[src/rtl/char_write_arbiter_if.sv]
// Write-port bundle between the char_buffer requesters and the write arbiter.
// Latency: none (wires only).
// Backpressure: cmd_valid/cmd_ready handshake; fill_req is held until fill_ack.
// Ports:
//   cmd_*   single-cell write request (char, addr, valid) and cmd_ready grant
//   fill_*  run-fill request (char, first addr, count, req, abort) and status
//           (ack pulse, busy level, done pulse)
//   wr_*    registered write port towards char_buffer (char, addr, en)
interface char_write_arbiter_if #(
    parameter int ADDR_BITS = 11
);
    logic [7:0]           cmd_char;
    logic [ADDR_BITS-1:0] cmd_addr;
    logic                 cmd_valid;
    logic                 cmd_ready;

    logic [7:0]           fill_char;
    logic [ADDR_BITS-1:0] fill_addr;
    logic [ADDR_BITS-1:0] fill_count;
    logic                 fill_req;
    logic                 fill_ack;
    logic                 fill_abort;
    logic                 fill_busy;
    logic                 fill_done;

    logic [7:0]           wr_char;
    logic [ADDR_BITS-1:0] wr_addr;
    logic                 wr_en;

    // Arbiter side.
    modport slave (
        input  cmd_char, cmd_addr, cmd_valid,
        output cmd_ready,
        input  fill_char, fill_addr, fill_count, fill_req, fill_abort,
        output fill_ack, fill_busy, fill_done,
        output wr_char, wr_addr, wr_en
    );

    // Requester / buffer side.
    modport master (
        output cmd_char, cmd_addr, cmd_valid,
        input  cmd_ready,
        output fill_char, fill_addr, fill_count, fill_req, fill_abort,
        input  fill_ack, fill_busy, fill_done,
        input  wr_char, wr_addr, wr_en
    );
endinterface

[src/rtl/char_write_arbiter.sv]
// Sole write port of char_buffer: merges single-cell cmd writes with a run-fill engine.
// Latency: 1 cycle from accepted request to registered write (wr_en/wr_char/wr_addr).
// Backpressure: cmd_ready low while filling or while a fill is requested; fill wins ties.
// Ports:
//   clk    system clock
//   reset  asynchronous, active-high reset
//   bus    char_write_arbiter_if.slave: cmd request, fill request/status, write port
module char_write_arbiter #(
    parameter int ROWS      = 24,
    parameter int COLS      = 80,
    parameter int ADDR_BITS = 11
) (
    input  logic                 clk,
    input  logic                 reset,
    char_write_arbiter_if.slave  bus
);

    localparam int                   BUF_SIZE   = ROWS * COLS;
    localparam logic [ADDR_BITS-1:0] BUF_SIZE_A = ADDR_BITS'(BUF_SIZE);
    localparam logic [ADDR_BITS-1:0] BUF_LAST_A = ADDR_BITS'(BUF_SIZE - 1);

    typedef enum logic {
        IDLE = 1'b0,
        FILL = 1'b1
    } state_t;

    state_t               state_q, state_d;
    logic [ADDR_BITS-1:0] ptr_q, ptr_d;       // next cell the fill will write
    logic [ADDR_BITS-1:0] rem_q, rem_d;       // writes still owed after the current one
    logic                 wr_en_q, wr_en_d;
    logic [7:0]           wr_char_q, wr_char_d;
    logic [ADDR_BITS-1:0] wr_addr_q, wr_addr_d;
    logic                 ack_q, ack_d;
    logic                 busy_q, busy_d;
    logic                 done_q, done_d;

    logic [ADDR_BITS-1:0] fill_cnt_clamped;
    logic                 fill_nonzero;

    // Circular-buffer increment: wraps at BUF_SIZE, not at the power of two.
    function automatic logic [ADDR_BITS-1:0] ptr_next(input logic [ADDR_BITS-1:0] p);
        return (p == BUF_LAST_A) ? '0 : p + ADDR_BITS'(1);
    endfunction

    // A count above the buffer size would revisit cells; one pass is enough.
    assign fill_cnt_clamped = (bus.fill_count > BUF_SIZE_A) ? BUF_SIZE_A : bus.fill_count;
    assign fill_nonzero     = (fill_cnt_clamped != '0);

    // State register.
    always_ff @(posedge clk or posedge reset) begin
        if (reset) begin
            state_q <= IDLE;
        end else begin
            state_q <= state_d;
        end
    end

    // Next-state logic.
    always_comb begin
        state_d = state_q;
        unique case (state_q)
            IDLE: if (bus.fill_req && fill_nonzero) state_d = FILL;
            FILL: if (bus.fill_abort || (rem_q == '0)) state_d = IDLE;
            default: state_d = IDLE;
        endcase
    end

    // Output / datapath next values. The first fill write is issued on the
    // accept edge so writes occupy exactly the cycles the FSM spends in FILL.
    // wr_char_q doubles as the latched fill character for the whole run.
    always_comb begin
        ptr_d     = ptr_q;
        rem_d     = rem_q;
        wr_en_d   = 1'b0;
        wr_char_d = wr_char_q;
        wr_addr_d = wr_addr_q;
        ack_d     = 1'b0;
        busy_d    = 1'b0;
        done_d    = 1'b0;
        unique case (state_q)
            IDLE: begin
                if (bus.fill_req) begin
                    ack_d     = 1'b1;
                    wr_char_d = bus.fill_char;
                    wr_addr_d = bus.fill_addr;
                    ptr_d     = ptr_next(bus.fill_addr);
                    rem_d     = fill_nonzero ? (fill_cnt_clamped - ADDR_BITS'(1)) : '0;
                    wr_en_d   = fill_nonzero;
                    busy_d    = fill_nonzero;
                    done_d    = ~fill_nonzero;
                end else if (bus.cmd_valid) begin
                    wr_en_d   = 1'b1;
                    wr_char_d = bus.cmd_char;
                    wr_addr_d = bus.cmd_addr;
                end
            end
            FILL: begin
                if (bus.fill_abort || (rem_q == '0)) begin
                    done_d = 1'b1;
                end else begin
                    wr_en_d   = 1'b1;
                    wr_addr_d = ptr_q;
                    ptr_d     = ptr_next(ptr_q);
                    rem_d     = rem_q - ADDR_BITS'(1);
                    busy_d    = 1'b1;
                end
            end
            default: ;
        endcase
    end

    always_ff @(posedge clk or posedge reset) begin
        if (reset) begin
            ptr_q     <= '0;
            rem_q     <= '0;
            wr_en_q   <= 1'b0;
            wr_char_q <= '0;
            wr_addr_q <= '0;
            ack_q     <= 1'b0;
            busy_q    <= 1'b0;
            done_q    <= 1'b0;
        end else begin
            ptr_q     <= ptr_d;
            rem_q     <= rem_d;
            wr_en_q   <= wr_en_d;
            wr_char_q <= wr_char_d;
            wr_addr_q <= wr_addr_d;
            ack_q     <= ack_d;
            busy_q    <= busy_d;
            done_q    <= done_d;
        end
    end

    // Only unregistered output: a pending fill request blocks cmd in the same cycle.
    assign bus.cmd_ready = (state_q == IDLE) && !bus.fill_req;
    assign bus.fill_ack  = ack_q;
    assign bus.fill_busy = busy_q;
    assign bus.fill_done = done_q;
    assign bus.wr_en     = wr_en_q;
    assign bus.wr_char   = wr_char_q;
    assign bus.wr_addr   = wr_addr_q;

endmodule

[src/flat_wrapper.sv]
// flat-port wrapper written by rule: the top's interface ports become plain ports
module char_write_arbiter_flat 
#(
    parameter int ROWS      = 24,
    parameter int COLS      = 80,
    parameter int ADDR_BITS = 11
)
  (clk, reset, bus_cmd_char, bus_cmd_addr, bus_cmd_valid, bus_cmd_ready, bus_fill_char, bus_fill_addr, bus_fill_count, bus_fill_req, bus_fill_abort, bus_fill_ack, bus_fill_busy, bus_fill_done, bus_wr_char, bus_wr_addr, bus_wr_en);
  char_write_arbiter_if #(.ADDR_BITS(ADDR_BITS)) bus_i ();
  input  logic clk;
  input  logic reset;
  input wire logic [$bits(bus_i.cmd_char)-1:0] bus_cmd_char;
  input wire logic [$bits(bus_i.cmd_addr)-1:0] bus_cmd_addr;
  input wire logic [$bits(bus_i.cmd_valid)-1:0] bus_cmd_valid;
  output wire logic [$bits(bus_i.cmd_ready)-1:0] bus_cmd_ready;
  input wire logic [$bits(bus_i.fill_char)-1:0] bus_fill_char;
  input wire logic [$bits(bus_i.fill_addr)-1:0] bus_fill_addr;
  input wire logic [$bits(bus_i.fill_count)-1:0] bus_fill_count;
  input wire logic [$bits(bus_i.fill_req)-1:0] bus_fill_req;
  input wire logic [$bits(bus_i.fill_abort)-1:0] bus_fill_abort;
  output wire logic [$bits(bus_i.fill_ack)-1:0] bus_fill_ack;
  output wire logic [$bits(bus_i.fill_busy)-1:0] bus_fill_busy;
  output wire logic [$bits(bus_i.fill_done)-1:0] bus_fill_done;
  output wire logic [$bits(bus_i.wr_char)-1:0] bus_wr_char;
  output wire logic [$bits(bus_i.wr_addr)-1:0] bus_wr_addr;
  output wire logic [$bits(bus_i.wr_en)-1:0] bus_wr_en;
  assign bus_i.cmd_char = bus_cmd_char;
  assign bus_i.cmd_addr = bus_cmd_addr;
  assign bus_i.cmd_valid = bus_cmd_valid;
  assign bus_cmd_ready = bus_i.cmd_ready;
  assign bus_i.fill_char = bus_fill_char;
  assign bus_i.fill_addr = bus_fill_addr;
  assign bus_i.fill_count = bus_fill_count;
  assign bus_i.fill_req = bus_fill_req;
  assign bus_i.fill_abort = bus_fill_abort;
  assign bus_fill_ack = bus_i.fill_ack;
  assign bus_fill_busy = bus_i.fill_busy;
  assign bus_fill_done = bus_i.fill_done;
  assign bus_wr_char = bus_i.wr_char;
  assign bus_wr_addr = bus_i.wr_addr;
  assign bus_wr_en = bus_i.wr_en;
  char_write_arbiter #(.ROWS(ROWS), .COLS(COLS), .ADDR_BITS(ADDR_BITS)) u_core (.clk(clk), .reset(reset), .bus(bus_i));
endmodule
[config.mk]
export PLATFORM = sky130hd
export DESIGN_NAME = char_write_arbiter_flat
export DESIGN_NICKNAME = d
export VERILOG_FILES = /design/src/rtl/char_write_arbiter_if.sv /design/src/rtl/char_write_arbiter.sv /design/src/flat_wrapper.sv
export SDC_FILE = /design/constraint.sdc
export NUM_CORES = 1
export LEC_CHECK = 0
export ABC_AREA = 1
export BUFFER_PORTS_ARGS = -buffer_cell sky130_fd_sc_hd__buf_2
export CORE_MARGIN = 3
export CORE_UTILIZATION = 49
export DETAILED_ROUTE_END_ITERATION = 12
export PLACE_DENSITY_LB_ADDON = 0.08
export SLEW_MARGIN = 20
export SYNTH_ARGS = -nofsm -noshare
export SYNTH_HDL_FRONTEND = slang
export SYNTH_SLANG_ARGS = --single-unit
[constraint.sdc]
create_clock -name clk -period 1.5 [get_ports clk]
set_input_delay 0 -clock clk [delete_from_list [all_inputs] [get_ports clk]]
set_output_delay 0 -clock clk [all_outputs]
set_load 0.02 [all_outputs]
# --- After elaboration in Yosys (flattened, before gate mapping) ---
# Cells that the tools add are included.
# W data, S select, Z words.
op_classes:
  addsub: 4
  multipliers: 0
  div: 0
  magnitude_cmp: 1
  eq_ne: 5
  shift: 0
  mux: 29
  bitwise: 2
  reduce_logical: 10
ops:
  columns: ["op", "count"]
  rows:
  - ["$mux W11", 11]
  - ["$pmux W11 S2", 3]
  - ["$add A11 B1 Y11 const B", 2]
  - ["$eq A11 B11 Y1 const B", 2]
  - ["$sub A11 B1 Y11 const B", 2]
  - ["$mux W8", 2]
  - ["$gt A11 B11 Y1 const B", 1]
  - ["$logic_not A11 Y1", 1]
  - ["$reduce_bool A11 Y1", 1]
  - ["$mux W1", 9]
  - ["$pmux W1 S2", 4]
  - ["$reduce_and A2 Y1", 3]
  - ["$ne A2 B2 Y1 const B", 2]
  - ["$ne A3 B3 Y1 const B", 1]
  - ["$logic_and A1 B1 Y1", 2]
  - ["$not A1 Y1", 2]
  - ["$reduce_bool A2 Y1", 1]
  - ["$logic_not A1 Y1", 1]
  - ["$logic_or A1 B1 Y1", 1]
totals:
  regBits: 46
  latchBits: 0
  ramBits: 0
  rom_bits: 0
  input_bits: 54
  output_inout_bits: 24
  elab_cells: 60
  mem_count: 0

# --- Logic depth before layout (Yosys ltp) ---
# Gate-level depths: netlist (run 1).
depth:
  ltp_word: 6
  depth_mapped: 15
  depth_no_buf: 14

# --- Worst setup path before layout (run 1) ---
# Ideal clock, no wire load.
synth_timing:
  path_kind: "register -> register"
  from: "register u_core.rem_q[0]"
  to: "register u_core.wr_addr_q[2], in the netlist u_core.bus.wr_addr[2]"
  setup_ps: 117
  arrival_time_ps: 1522
  slack_ps: -139
  path_stages_with_launch: 13
  path_buffers: 1
  cell_sequence: "dfrtp_1 inv_1 ha_1 nand3_2 nor2_4 nand3b_2 nand3_4 nand2_4 clkinv_4 o21ai_2 buf_6 nand2_2 o21ai_2"
synth_between:
  elab_chain_len: 4
synth_rtl:
  columns: ["element", "line", "text"]
  rows:
  - ["start, declared", "char_write_arbiter.sv:29", "logic [ADDR_BITS-1:0] rem_q, rem_d;"]
  - ["start signal, assigned", "char_write_arbiter.sv:124", "rem_q <= rem_d;"]
  - ["$logic_not A11 Y1", "char_write_arbiter.sv:98", "if (bus.fill_abort || (rem_q == '0)) begin"]
  - ["$logic_or A1 B1 Y1", "char_write_arbiter.sv:98", null]
  - ["$ne A2 B2 Y1 (no line)", null, null]
  - ["$reduce_and A2 Y1 (no line)", null, null]
  - ["end signal, assigned", "char_write_arbiter.sv:127", "wr_addr_q <= wr_addr_d;"]
  - ["end, declared", "char_write_arbiter.sv:32", "logic [ADDR_BITS-1:0] wr_addr_q, wr_addr_d;"]
# Every way passes these cells.
# A chain may end at the register's enable or synchronous reset.

# --- Final worst setup path (run 1) ---
layout_timing:
  from: "register u_core.ptr_q[0]"
  to: "register u_core.ptr_q[4]"
layout_between:
  elab_chain_len: 4
  word_cells_on_any_way: 5
  classes_between: "add/sub (1); eq/ne (1); mux (3)"
layout_rtl:
  columns: ["element", "line", "text"]
  rows:
  - ["start, declared", "char_write_arbiter.sv:28", "logic [ADDR_BITS-1:0] ptr_q, ptr_d;"]
  - ["start signal, assigned", "char_write_arbiter.sv:123", "ptr_q <= ptr_d;"]
  - ["$add A11 B1 Y11 / $eq A11 B11 Y1 (equally long branches)", "char_write_arbiter.sv:42", "return (p == BUF_LAST_A) ? '0 : p + ADDR_BITS'(1);"]
  - ["$mux W11 (*)", "char_write_arbiter.sv:42", null]
  - ["$mux W11 (*)", "char_write_arbiter.sv:98", null]
  - ["$pmux W11 S2 (*)", "char_write_arbiter.sv:80", "unique case (state_q)"]
# Mark *: on every way between the ends. The rest lies on a longest branch, timed or not. The select of a mux whose other input is x is not followed.

==> key figures, run 1 <==
Timing
  • Ratio of final minimum period to clock period: 111%
  • Worst slew pin tran: 0.584 ns
  • Unrepaired setup endpoints after global routing: true
  • Setup Total Neg Slack: -3.23 ns
  • Number of max-slew violations in the final report: 0
  • Max_slew headroom: 60.8%
  • Fin. Hold Viols: 0
  • Worst clock skew on the final layout: 0.00777 ns
  • Maximum clock frequency: 599 MHz
  • Min Tclk post-route: approximately 1.7 ns
  • Final Setup Violations: 33
  • Smallest setup slack after layout: -0.170 ns

Layout
  • Nets@finish: 691
  • Most frequent cells in the layout: sky130_fd_sc_hd__nand2_1 (107), sky130_fd_sc_hd__buf_4 (80), sky130_fd_sc_hd__buf_2 (77), sky130_fd_sc_hd__inv_1 (46), sky130_fd_sc_hd__dfrtp_1 (45)
  • Area added between synthesis and finish: 58.6%
  • Cell area after layout: 5000 sq um
  • # diodes: 0
  • Leading cell type in the layout, fill and taps excluded: sky130_fd_sc_hd__nand2_1
  • Share of post-route cells with drive strength above 1: between 40% and 50%

Yosys
  • Fraction of the mapped netlist area in simple logic gates: 31.8%
  • Mux cell area share after synthesis: 0%
  • Synth Instances: 449
  • Fraction of the mapped netlist area in compound gates: 17.3%
  • Count of distinct cell types in the synthesized netlist: 37
  • Number of synthesized flops with an enable pin: 0
  • Synth Warn #: 0
  • Xor-xnor portion of the synthesized cell area: 3.33%
  • Primary FF master, synth: sky130_fd_sc_hd__dfrtp_1
  • FF+latch count, synth: 45
  • Post-Syn Area: 3150 sq um
  • Synthesized netlist net count: roughly 510
  • Syn_area_per_cell: 7.02 sq um
  • Sequential area share after synthesis: 35.7%
  • Area share of fa/ha/maj cells after synthesis: around 1.6%
  • Dominant combinational cell family by area after synthesis: simple AND/OR/NAND/NOR gates
  • Share of async-settable or async-resettable flops after synthesis: 100%

Clock network
  • Depth of the CTS H-tree: 2
  • Max Buffers Root-to-Sink: 2
  • Total CTS buffers: 5
  • Number of sinks handled by clock tree synthesis: between 40 and 50
  • Clock tree from TritonCTS: yes
  • Root buffer cell: sky130_fd_sc_hd__clkbuf_8
  • Clock-pin transition on the worst setup and hold timing paths: approximately 0.09 ns
  • Insertion delay of the later-clocked pin in the worst-skew pair: 0.30 ns

Power and ir drop
  • Maximum vdd drop: 0.919 mV
  • Cell leakage power: approximately 2.5 nW
  • Cell Pwr Density: 1170 nW/um^2

Worst setup path
  • Cell count of the worst reg-to-reg path: 9
  • Endpoint type of the worst setup path: flop
  • Critical setup path kind: flop to flop
  • Slowest stage delay, CP: 0.41 ns
  • Largest fanout of any net on the critical path: 2
  • Reg2reg setup slack: -0.17 ns
  • Capture instance of the worst register-to-register path: u_core.ptr_q[4]
  • CP most frequent cell: sky130_fd_sc_hd__buf_4
  • Worst Path Required: 1.74 ns
  • Type of element launching the critical path: flop
  • Cell-by-cell trace of the critical path: ha_2 -> nand3_2 -> buf_4 -> buf_4 -> buf_4 -> xor2_1 -> o21ai_1 -> nand2_4 -> o21ai_2
  • Arr. time, crit path: 1.91 ns
  • RR Startpoint: u_core.ptr_q[0]
  • Slowest-stage cell, CP: sky130_fd_sc_hd__dfrtp_1

Drt
  • Final wirelength: ~11000 microns
  • Via count: between 3000 and 4000
  • Drt via density: 5.39
  • Number of detailed-routing iterations run before antenna repair: 6
  • Detail-routed net length per standard cell: 15.3 microns
  • DRC violation total after the first TritonRoute iteration: 266
  • Number of routed nets with antenna violations: 0
  • Post-route DRC: 0

Placement
  • Total of buffers placed on input and output ports: 77
  • HPWL reported at the end of detailed placement: between 6000 and 7000 microns
  • Placed cell areas: just over 4000 sq um
  • Weighted congestion at the end of routability-driven global placement: 0.906

Floorplan
  • Die Span Y: 86.2 microns
  • Effective utilization at floorplan: 52.0%
  • Die area: around 7400 sq um
  • Num ports: 78
  • Die outline width: 86.2 microns
  • Core area: 6060 sq um
  • Standard-cell rows: 28

GRT
  • First-pass GRT wire length: roughly 16000 microns
  • Pin count of the biggest net entering global routing: 33
  • Antenna violations before repair: 0
  • Overall overflow remaining after global route: 0
  • Total routing usage reported by global routing: 26.1%
  • Number of global-route vias before repair: 3456

Hold path
  • End point of the worst hold path: u_core.bus.wr_addr[10]
  • Hold Path Origin: bus_cmd_addr[10]
  • Class of the tightest hold or removal check: input port to flop
  • Hold depth: 5

Job
  • Max Cap Viol: 0

Outcome
  • Run status: complete, but fails checks
  • Violations in the final reports: setup timing
[cell families after synthesis]
kind of cell,Yosys count
adders and majority gates,4
buffers and inverters,71
AOI/OAI and AO/OA,90
xor gates and xnor gates,12
DFF,45
and+or+nand+nor,227
[layer usage]
layer  share of wire [%]  GRT usage [%]  routed length [microns]  up-vias
li1                    -              -                        -     1824
met1                  41           36.1                     4460     1806
met2                  50           43.7                     5450      172
met3                 7.2           3.52                      787       22
met4                 1.6           5.95                      177        0
met5                   0              0                        0        -
[repair_timing]
item	4_1_cts	5_1_grt
endpoints found under the setup margin	35	35
hold endpoints to repair	22	0
cloned	2	4
hold buffers	18	0
buffers inserted	12	9
pin swaps	17	12
gates resized for setup	20	64
[registers in the layout, summed over array words and instances, names as in the netlist]
register	count
u_core.bus.wr_addr	11
u_core.ptr_q	11
u_core.rem_q	11
u_core.bus.wr_char	8
u_core.bus.fill_ack	1
u_core.bus.fill_busy	1
u_core.bus.fill_done	1
u_core.bus.wr_en	1
[cell usage after synthesis, drive strengths merged (2+ instances only)]
master,number,area (sq um)
a31oi,10,62.6
inv,56,210
xor2,5,43.8
xnor2,7,61.3
o211ai,6,45.0
dfrtp,45,1130
nand4,5,31.3
buf,13,98.8
nand2,128,513
a22oi,2,15.0
nand3,23,133
nor3,5,30.0
ha,4,50.1
nor2,63,272
o21ai,44,269
a21oi,25,129
nand3b,2,18.8
[report_power, final]
group	switching, mW	internal [mW]	leakage [nW]
sequential	0.295	1.57	0.536
clock	0.454	0.331	0.0445
combinational	1.79	1.43	1.92
[critical path, delay by kind of cell, from the launching register on]
| kind | cells | cell delay [ns] |
|---|---|---|
| XOR/XNOR | 1 | 0.15 |
| AND/OR/NAND/NOR | 2 | 0.18 |
| AO/OA/AOI/OAI | 2 | 0.26 |
| adder cells (fa/ha/maj) | 1 | 0.23 |
| buffers and inverters | 3 | 0.40 |
| flip-flops | 1 | 0.41 |
[metrics by stage]
stage | utilization [%] | hold WS, ns | setup slack [ns] | cells | total power, mW
6_report | 82.5 | 0.0344 | -0.170 | 709 | 5.88
5_1_grt | 82.5 | 0.0493 | -0.292 | 709 | 6.25
4_1_cts | 75.9 | 0.0354 | -0.116 | 698 | 5.28
3_5_place_dp | 68.5 | 0.0110 | -0.307 | 658 | 4.30
3_3_place_gp | 68.5 | -0.000496 | -0.241 | 658 | 4.23
2_1_floorplan | - | 0.117 | -0.117 | 449 | 3.30
[worst max-delay path by stage]
stage | from | end | slack (ns) | depth (start not counted)
after detailed placement | u_core.rem_q[1] | u_core.bus.wr_addr[4] | -0.31 | 11
after global routing | u_core.ptr_q[0] | u_core.ptr_q[9] | -0.29 | 12
final | u_core.ptr_q[0] | u_core.ptr_q[4] | -0.17 | 9
after floorplan | u_core.rem_q[1] | u_core.bus.wr_addr[2] | -0.12 | 12
after global placement | u_core.rem_q[1] | u_core.bus.wr_addr[4] | -0.24 | 11
after CTS | u_core.ptr_q[0] | u_core.ptr_q[9] | -0.12 | 12
[final cells by class]
class                   instances  area, sq um
clock inverters                 3         21.3
multi-input cells             336         2060
clock buffers                   5         68.8
fillers                       367         1060
flip-flops and latches         45         1130
well taps                      75         93.8
inverters                      57          226
repair buffers                188         1400
Note: power is estimated with default switching activity, not from simulation.
==> run 2, diff against run 1 <==
--- a/config.mk
+++ b/config.mk
@@ -7,7 +7,7 @@
 export LEC_CHECK = 0
 export ABC_AREA = 1
 export BUFFER_PORTS_ARGS = -buffer_cell sky130_fd_sc_hd__buf_2
-export CORE_MARGIN = 3
+export CORE_MARGIN = 1
 export CORE_UTILIZATION = 49
 export DETAILED_ROUTE_END_ITERATION = 12
 export PLACE_DENSITY_LB_ADDON = 0.08
==> key figures, run 2 (synthesis results as in run 1) <==
Drt
  • Drt via density: 5.20 (-3.6%)
  • Met2 WL: 4760 microns (-13%)
  • Length of routed wiring on met1: 4410 microns (-1.1%)
  • Top Metal Used: met4
  • Number of routed nets with antenna violations: 0 (unchanged)
  • Met3 routed WL: 575 microns (-27%)
  • Number of detailed-routing iterations run before antenna repair: 5 (-1)
  • DRC violation total after the first TritonRoute iteration: 223 (-16%)
  • Final wirelength: 9860 microns (-9.4%)
  • Detail-routed net length per standard cell: 14.0 microns (-8.7%)
  • Via count: 3662 (-4.2%)
  • Post-route DRC: 0 (unchanged)

Timing
  • Ratio of final minimum period to clock period: 115% (+3.9 points)
  • Worst slew pin tran: 0.440 ns (-0.144 ns)
  • Final Setup Violations: 33 (unchanged)
  • Fin. Hold Viols: 0 (unchanged)
  • Unrepaired setup endpoints after global routing: true
  • Smallest setup slack after layout: -0.228 ns (-0.0580 ns)
  • Number of max-slew violations in the final report: 0 (unchanged)
  • Max_slew headroom: 70.4% (+9.5 points)
  • Worst clock skew on the final layout: 0.0143 ns (+0.00649 ns)
  • Min Tclk post-route: 1.73 ns (+0.0580 ns)
  • Worst Hold Margin: 0.0555 ns (+0.0211 ns)
  • Maximum clock frequency: 579 MHz (-3.4%)

Layout
  • Share of post-route cells with drive strength above 1: 41.0% (-4.1 points)
  • Nets@finish: 686 (-0.72%)
  • Area added between synthesis and finish: 54.9%
  • Most frequent cells in the layout: sky130_fd_sc_hd__nand2_1 (110), sky130_fd_sc_hd__buf_2 (77), sky130_fd_sc_hd__buf_4 (76), sky130_fd_sc_hd__inv_1 (46), sky130_fd_sc_hd__nor2_1 (46)
  • Leading cell type in the layout, fill and taps excluded: sky130_fd_sc_hd__nand2_1
  • Filler cell count: 399 (+8.7%)
  • Non-filler instance count after layout: 704 (-0.71%)
  • # diodes: 0 (unchanged)

Power and ir drop
  • Maximum vdd drop: 1.19 mV (+30%)
  • Cell Pwr Density: 1190 nW/um^2 (+1.7%)
  • Tot Pwr: 5.84 mW (-0.65%)
  • Cell leakage power: 2.50 nW (about the same)

GRT
  • Number of global-route vias before repair: 3209 (-7.1%)
  • Pin count of the biggest net entering global routing: 46 (+39%)
  • First-pass GRT wire length: 14300 microns (-8.9%)
  • Overall overflow remaining after global route: 0 (unchanged)
  • Antenna violations before repair: 0 (unchanged)
  • Total routing usage reported by global routing: 27.5% (+1.4 points)

Worst setup path
  • Cell count of the worst reg-to-reg path: 12 (+3)
  • Type of element launching the critical path: flop
  • Endpoint type of the worst setup path: flop
  • Reg2reg setup slack: -0.23 ns (-0.06 ns)
  • Largest fanout of any net on the critical path: 3 (+1)
  • Critical setup path kind: flop to flop
  • Worst Path Required: 1.68 ns (-0.06 ns)
  • Last element of the critical path: u_core.ptr_q[10]
  • Start point of the critical path: u_core.ptr_q[1]
  • RR Startpoint: u_core.ptr_q[1]
  • Capture instance of the worst register-to-register path: u_core.ptr_q[10]
  • Arr. time, crit path: 1.91 ns (about the same)

Placement
  • Placed Cells: 662 (+0.61%)
  • Weighted congestion at the end of routability-driven global placement: 0.900 (-0.72%)
  • Total of buffers placed on input and output ports: 77 (unchanged)
  • HPWL reported at the end of detailed placement: 6490 microns (-4.5%)

Job
  • Max Cap Viol: 0 (unchanged)

Clock network
  • Max Buffers Root-to-Sink: 2 (unchanged)
  • Root buffer cell: sky130_fd_sc_hd__clkbuf_8
  • Clock-pin transition on the worst setup and hold timing paths: 0.09 ns (about the same)
  • Clock tree from TritonCTS: yes
  • Insertion delay of the later-clocked pin in the worst-skew pair: 0.30 ns (about the same)
  • Depth of the CTS H-tree: 2 (unchanged)
  • Number of sinks handled by clock tree synthesis: 45 (unchanged)
  • Total CTS buffers: 5 (unchanged)

Outcome
  • Violations in the final reports: setup timing
  • Run status: complete, but fails checks

Floorplan
  • Effective utilization at floorplan: 52.0% (unchanged)
  • Die outline width: 82.2 microns (-4.6%)
  • Core area: 6060 sq um (unchanged)
  • Die area: 6760 sq um (-9.1%)
  • Standard-cell rows: 28 (unchanged)
  • Die Span Y: 82.2 microns (-4.6%)
  • Num ports: 78 (unchanged)

Hold path
  • Class of the tightest hold or removal check: input port to flop
## run 2: layer usage
layer	global-route usage, %	up-vias
li1	-	1805
met1	38.3	1719
met2	45.1	126
met3	3.85	12
met4	5.96	0
met5	0	-
## run 2: stage by stage
stage	instance area [sq um]	setup WS (ns)	utilization [%]	setup TNS, ns
after global routing	4880	-0.339	80.6	-6.89
after floorplan	3190	-0.117	-	-1.69
final	4880	-0.228	80.6	-3.76
after detailed placement	4180	-0.237	69.0	-5.69
after global placement	4180	-0.162	69.0	-3.58
after CTS	4560	-0.119	75.2	-1.77
## run 2: cell type report
class,count,area (sq um),share of cell area (%)
Multi-Input combinational cell,333,1950,39.9
Sequential cell,45,1130,23.1
Inverter,57,224,4.59
Clock inverter,2,38.8,0.794
Tap cell,75,93.8,1.92
Clock buffer,6,72.6,1.49
Timing Repair Buffer,186,1380,28.3
## run 2: worst min path at each step
stage	cells after the start	from	endpoint
global placement	3	reset	u_core.bus.wr_addr[3]
detailed placement	3	reset	u_core.bus.wr_addr[3]
CTS	5	bus_cmd_addr[10]	u_core.bus.wr_addr[10]
finish	3	bus_fill_req	u_core.bus.wr_char[5]
floorplan	1	bus_cmd_valid	u_core.bus.wr_en
global route	5	bus_cmd_addr[1]	u_core.bus.wr_addr[1]
## run 2: repair_timing
| action | CTS | global route |
|---|---|---|
| pin swaps | 5 | 11 |
| endpoints found under the hold margin | 54 | 0 |
| gates resized for setup | 18 | 47 |
| cloned | 0 | 3 |
| hold buffers | 18 | 0 |
| endpoints found under the setup margin | 36 | 36 |
| buffers inserted | 5 | 8 |
## run 2: worst max-delay path, stage by stage (launching register included)
cell and delay [ns]:
sky130_fd_sc_hd__dfrtp_1 0.39, sky130_fd_sc_hd__ha_2 0.23, sky130_fd_sc_hd__nand3_4 0.11, sky130_fd_sc_hd__nor2_4 0.16
sky130_fd_sc_hd__nand3_4 0.11, sky130_fd_sc_hd__nor2_4 0.12, sky130_fd_sc_hd__nand2_2 0.07, sky130_fd_sc_hd__nand2_1 0.08
sky130_fd_sc_hd__inv_1 0.06, sky130_fd_sc_hd__o21ai_1 0.12, sky130_fd_sc_hd__nand2_1 0.07, sky130_fd_sc_hd__nand2_1 0.06
sky130_fd_sc_hd__nand2_1 0.05
## run 2: report_power, final
group / switching, mW / internal (mW) / total, mW
clock: 0.425 / 0.501 / 0.926
combinational: 1.67 / 1.37 / 3.05
sequential: 0.291 / 1.57 / 1.87
total: 2.39 / 3.45 / 5.84
==> run 3, diff against run 2 <==
--- a/config.mk
+++ b/config.mk
@@ -5,10 +5,9 @@
 export SDC_FILE = /design/constraint.sdc
 export NUM_CORES = 1
 export LEC_CHECK = 0
-export ABC_AREA = 1
 export BUFFER_PORTS_ARGS = -buffer_cell sky130_fd_sc_hd__buf_2
 export CORE_MARGIN = 1
-export CORE_UTILIZATION = 49
+export CORE_UTILIZATION = 48
 export DETAILED_ROUTE_END_ITERATION = 12
 export PLACE_DENSITY_LB_ADDON = 0.08
 export SLEW_MARGIN = 20
==> key figures, run 3 <==
Outcome
  • Run status: complete, but fails checks
  • Violations in the final reports: setup timing

Yosys
  • Synthesized netlist net count: 396 (-22%)
  • Post-Syn Area: 2960 sq um (-6.2%)
  • FF+latch count, synth: 45 (unchanged)
  • Top cells by area in the synthesized netlist: sky130_fd_sc_hd__dfrtp_1 (38%), sky130_fd_sc_hd__mux2i_1 (6.4%), sky130_fd_sc_hd__o21ai_0 (5.9%)
  • Sequential area share after synthesis: 38.1% (+2.4 points)
  • Number of synthesized flops with an enable pin: 0 (unchanged)
  • Synth Warn #: 0 (unchanged)
  • Synth Instances: 338 (-25%)
  • Cell taking the most area after synthesis: sky130_fd_sc_hd__dfrtp_1
  • Most repeated cell in the gate-level netlist after synthesis: sky130_fd_sc_hd__dfrtp_1
  • Syn_area_per_cell: 8.75 sq um (+25%)
  • Share of async-settable or async-resettable flops after synthesis: 100% (unchanged)
  • Area share of the leading cell type in the synthesized netlist: 38.1% (+2.4 points)
  • Count of distinct cell types in the synthesized netlist: 61 (+65%)
  • Most numerous cell types in the synthesized netlist: sky130_fd_sc_hd__dfrtp_1 (45), sky130_fd_sc_hd__nand2_1 (40), sky130_fd_sc_hd__o21ai_0 (35)
  • Primary FF master, synth: sky130_fd_sc_hd__dfrtp_1

Timing
  • Setup Total Neg Slack: -18.04 ns (-14.28 ns)
  • Min Tclk post-route: 2.11 ns (+0.381 ns)
  • Number of max-slew violations in the final report: 0 (unchanged)
  • Smallest setup slack after layout: -0.609 ns (-0.381 ns)
  • Maximum clock frequency: 474 MHz (-18%)
  • Final Setup Violations: 35 (+6.1%)
  • Unrepaired setup endpoints after global routing: true
  • Worst slew pin tran: 0.527 ns (+0.0872 ns)
  • Max_slew headroom: 64.8% (-5.6 points)
  • Worst clock skew on the final layout: 0.00890 ns (-0.00536 ns)
  • Ratio of final minimum period to clock period: 141% (+25 points)
  • Fin. Hold Viols: 0 (unchanged)
  • Worst Hold Margin: 0.0116 ns (-0.0439 ns)

Clock network
  • Insertion delay of the later-clocked pin in the worst-skew pair: 0.30 ns (about the same)
  • Clock-pin transition on the worst setup and hold timing paths: 0.09 ns (about the same)
  • Total CTS buffers: 5 (unchanged)
  • Clock tree from TritonCTS: yes
  • Depth of the CTS H-tree: 2 (unchanged)
  • Number of sinks handled by clock tree synthesis: 45 (unchanged)
  • Root buffer cell: sky130_fd_sc_hd__clkbuf_8
  • Max Buffers Root-to-Sink: 2 (unchanged)

Floorplan
  • Num ports: 78 (unchanged)
  • Core area: 5920 sq um (-2.3%)
  • Standard-cell rows: 28 (unchanged)
  • Die area: 6480 sq um (-4.1%)
  • Effective utilization at floorplan: 50.0% (-2.1 points)
  • Die outline width: 80.5 microns (-2.1%)
  • Die Span Y: 80.5 microns (-2.1%)

Worst setup path
  • Endpoint type of the worst setup path: flop
  • Capture instance of the worst register-to-register path: u_core.bus.wr_addr[4]
  • Cell count of the worst reg-to-reg path: 7 (-5)
  • Worst Path Required: 1.69 ns (about the same)
  • Critical setup path kind: flop to flop
  • Last element of the critical path: u_core.bus.wr_addr[4]
  • Largest fanout of any net on the critical path: 3 (unchanged)
  • RR Startpoint: u_core.rem_q[1]
  • Type of element launching the critical path: flop
  • Reg2reg setup slack: -0.61 ns (-0.38 ns)
  • Arr. time, crit path: 2.30 ns (+0.39 ns)
  • Start point of the critical path: u_core.rem_q[1]

GRT
  • Total routing usage reported by global routing: 26.7% (-0.77 points)
  • Antenna violations before repair: 0 (unchanged)
  • Pin count of the biggest net entering global routing: 26 (-43%)
  • First-pass GRT wire length: 13200 microns (-7.5%)
  • Number of global-route vias before repair: 2927 (-8.8%)
  • Overall overflow remaining after global route: 0 (unchanged)

Power and ir drop
  • Switching Share: 43.9% (+3.0 points)
  • Share of power burned in combinational logic: 61.9% (+9.7 points)
  • Cell leakage power: 1.97 nW (-21%)
  • Cell Pwr Density: 1830 nW/um^2 (+54%)
  • Power Internal: 4.35 mW (+26%)
  • Maximum vdd drop: 1.12 mV (-6.1%)
  • Clock network fraction of total power: 10.0% (-5.9 points)
  • Switching pwr: 3.40 mW (+42%)
  • Sequential power share: 28.1% (-3.9 points)

Layout
  • Share of post-route cells with drive strength above 1: 41.9% (+0.84 points)
  • Fin util: 71.3% (-9.3 points)
  • Leading cell type in the layout, fill and taps excluded: sky130_fd_sc_hd__buf_2
  • Nets@finish: 543 (-21%)
  • Filler cell count: 486 (+22%)
  • Most frequent cells in the layout: sky130_fd_sc_hd__buf_2 (77), sky130_fd_sc_hd__buf_4 (69), sky130_fd_sc_hd__dfrtp_1 (45), sky130_fd_sc_hd__nand2_1 (33), sky130_fd_sc_hd__nor2_1 (25)
  • Area added between synthesis and finish: 42.7%
  • # diodes: 0 (unchanged)

Drt
  • Final wirelength: 8530 microns (-13%)
  • Number of routed nets with antenna violations: 0 (unchanged)
  • Post-route DRC: 0 (unchanged)
  • DRC violation total after the first TritonRoute iteration: 168 (-25%)
  • Via count: 3071 (-16%)
  • Detail-routed net length per standard cell: 15.2 microns (+8.8%)
  • Number of detailed-routing iterations run before antenna repair: 4 (-1)
  • Drt via density: 5.48 (+5.4%)

Placement
  • Total of buffers placed on input and output ports: 77 (unchanged)
  • HPWL reported at the end of detailed placement: 6320 microns (-2.6%)
  • Weighted congestion at the end of routability-driven global placement: 0.840 (-6.7%)

Job
  • Max Cap Viol: 0 (unchanged)

Hold path
  • Class of the tightest hold or removal check: input port to flop
[run 3: cell count changes after synthesis, moves of 7 or more]
cell,delta
sky130_fd_sc_hd__a31oi_1,-7
sky130_fd_sc_hd__buf_2,-7
sky130_fd_sc_hd__clkbuf_1,+7
sky130_fd_sc_hd__inv_1,-40
sky130_fd_sc_hd__mux2i_1,+19
sky130_fd_sc_hd__nand2_1,-77
sky130_fd_sc_hd__nand2_2,-10
sky130_fd_sc_hd__nor2_1,-27
sky130_fd_sc_hd__nor2_2,-8
sky130_fd_sc_hd__nor2b_1,+7
sky130_fd_sc_hd__o21ai_0,+13
sky130_fd_sc_hd__o21ai_1,-8
sky130_fd_sc_hd__o21ai_2,-11
[run 3: how the worst min path moves through the flow]
stage	start	end	slack, ns	cells past startpoint
finish	bus_cmd_char[1]	u_core.bus.wr_char[1]	0.01	3
floorplan	bus_cmd_valid	u_core.bus.wr_en	0.13	2
detailed placement	reset	u_core.bus.wr_addr[3]	0.04	2
CTS	bus_cmd_char[4]	u_core.bus.wr_char[4]	0.01	3
global placement	reset	u_core.bus.wr_addr[3]	0.04	2
global route	bus_cmd_char[1]	u_core.bus.wr_char[1]	0.02	3
[run 3: layout make-up]
cell class                      instances  area [sq um]  share of cell area, %
Multi-Input combinational cell        268          1870                   44.2
Sequential cell                        45          1130                   26.7
Timing Repair Buffer                  154          1000                   23.8
Tap cell                               75          93.8                   2.22
Clock buffer                            6          82.6                   1.96
Inverter                               11          42.5                   1.01
Clock inverter                          1          7.51                  0.178
[run 3: power by group through the flow]
stage / Clock [mW] / Combinational (mW) / Sequential (mW)
finish: 0.777 / 4.79 / 2.17
global placement: 0 / 4.29 / 2.16
detailed placement: 0 / 4.37 / 2.18
floorplan: 0 / 2.21 / 2.61
CTS: 0.785 / 4.58 / 2.16
global route: 0.833 / 5.21 / 2.24
[run 3: stage by stage]
step / std cells / worst slack [ns] / total power, mW / instance area [sq um]
after global placement: 542 / -0.587 / 6.45 / 3920
after floorplan: 338 / -0.642 / 4.82 / 3030
after detailed placement: 542 / -0.624 / 6.56 / 3920
final: 560 / -0.609 / 7.75 / 4220
after global routing: 560 / -0.683 / 8.28 / 4220
after CTS: 559 / -0.596 / 7.52 / 4140
[run 3: kinds of logic after synthesis]
family                   synth area share [%]
AO/OA/AOI/OAI                            23.6
XOR/XNOR                                 2.96
adder cells (fa/ha/maj)                  1.69
buffers and inverters                    5.16
flip-flops                               38.1
multiplexers                             7.19
AND/OR/NAND/NOR                          21.4
[run 3: what timing repair did]
item	CTS	global route
setup endpoints to repair	36	37
pin swaps	6	12
gates resized for setup	8	18
hold endpoints to repair	23	0
cloned	1	1
setup buffers	5	1
hold buffers	5	0
[run 3: routing by layer]
metal	up-vias	GRT usage [%]	share of wire, %
met3	18	3.86	3.4
met2	80	46.3	51
met5	-	0	0
met1	1435	32.6	43
met4	0	12.0	2.5
li1	1538	-	-
[run 3: worst max-delay path, cell delays in order, from the launching register on]
cell and delay, ns:
sky130_fd_sc_hd__dfrtp_1 0.39, sky130_fd_sc_hd__inv_2 0.09, sky130_fd_sc_hd__ha_4 0.13, sky130_fd_sc_hd__or4b_4 0.50, sky130_fd_sc_hd__o41ai_4 0.26, sky130_fd_sc_hd__buf_4 0.17, sky130_fd_sc_hd__and2_4 0.17, sky130_fd_sc_hd__mux2_4 0.29
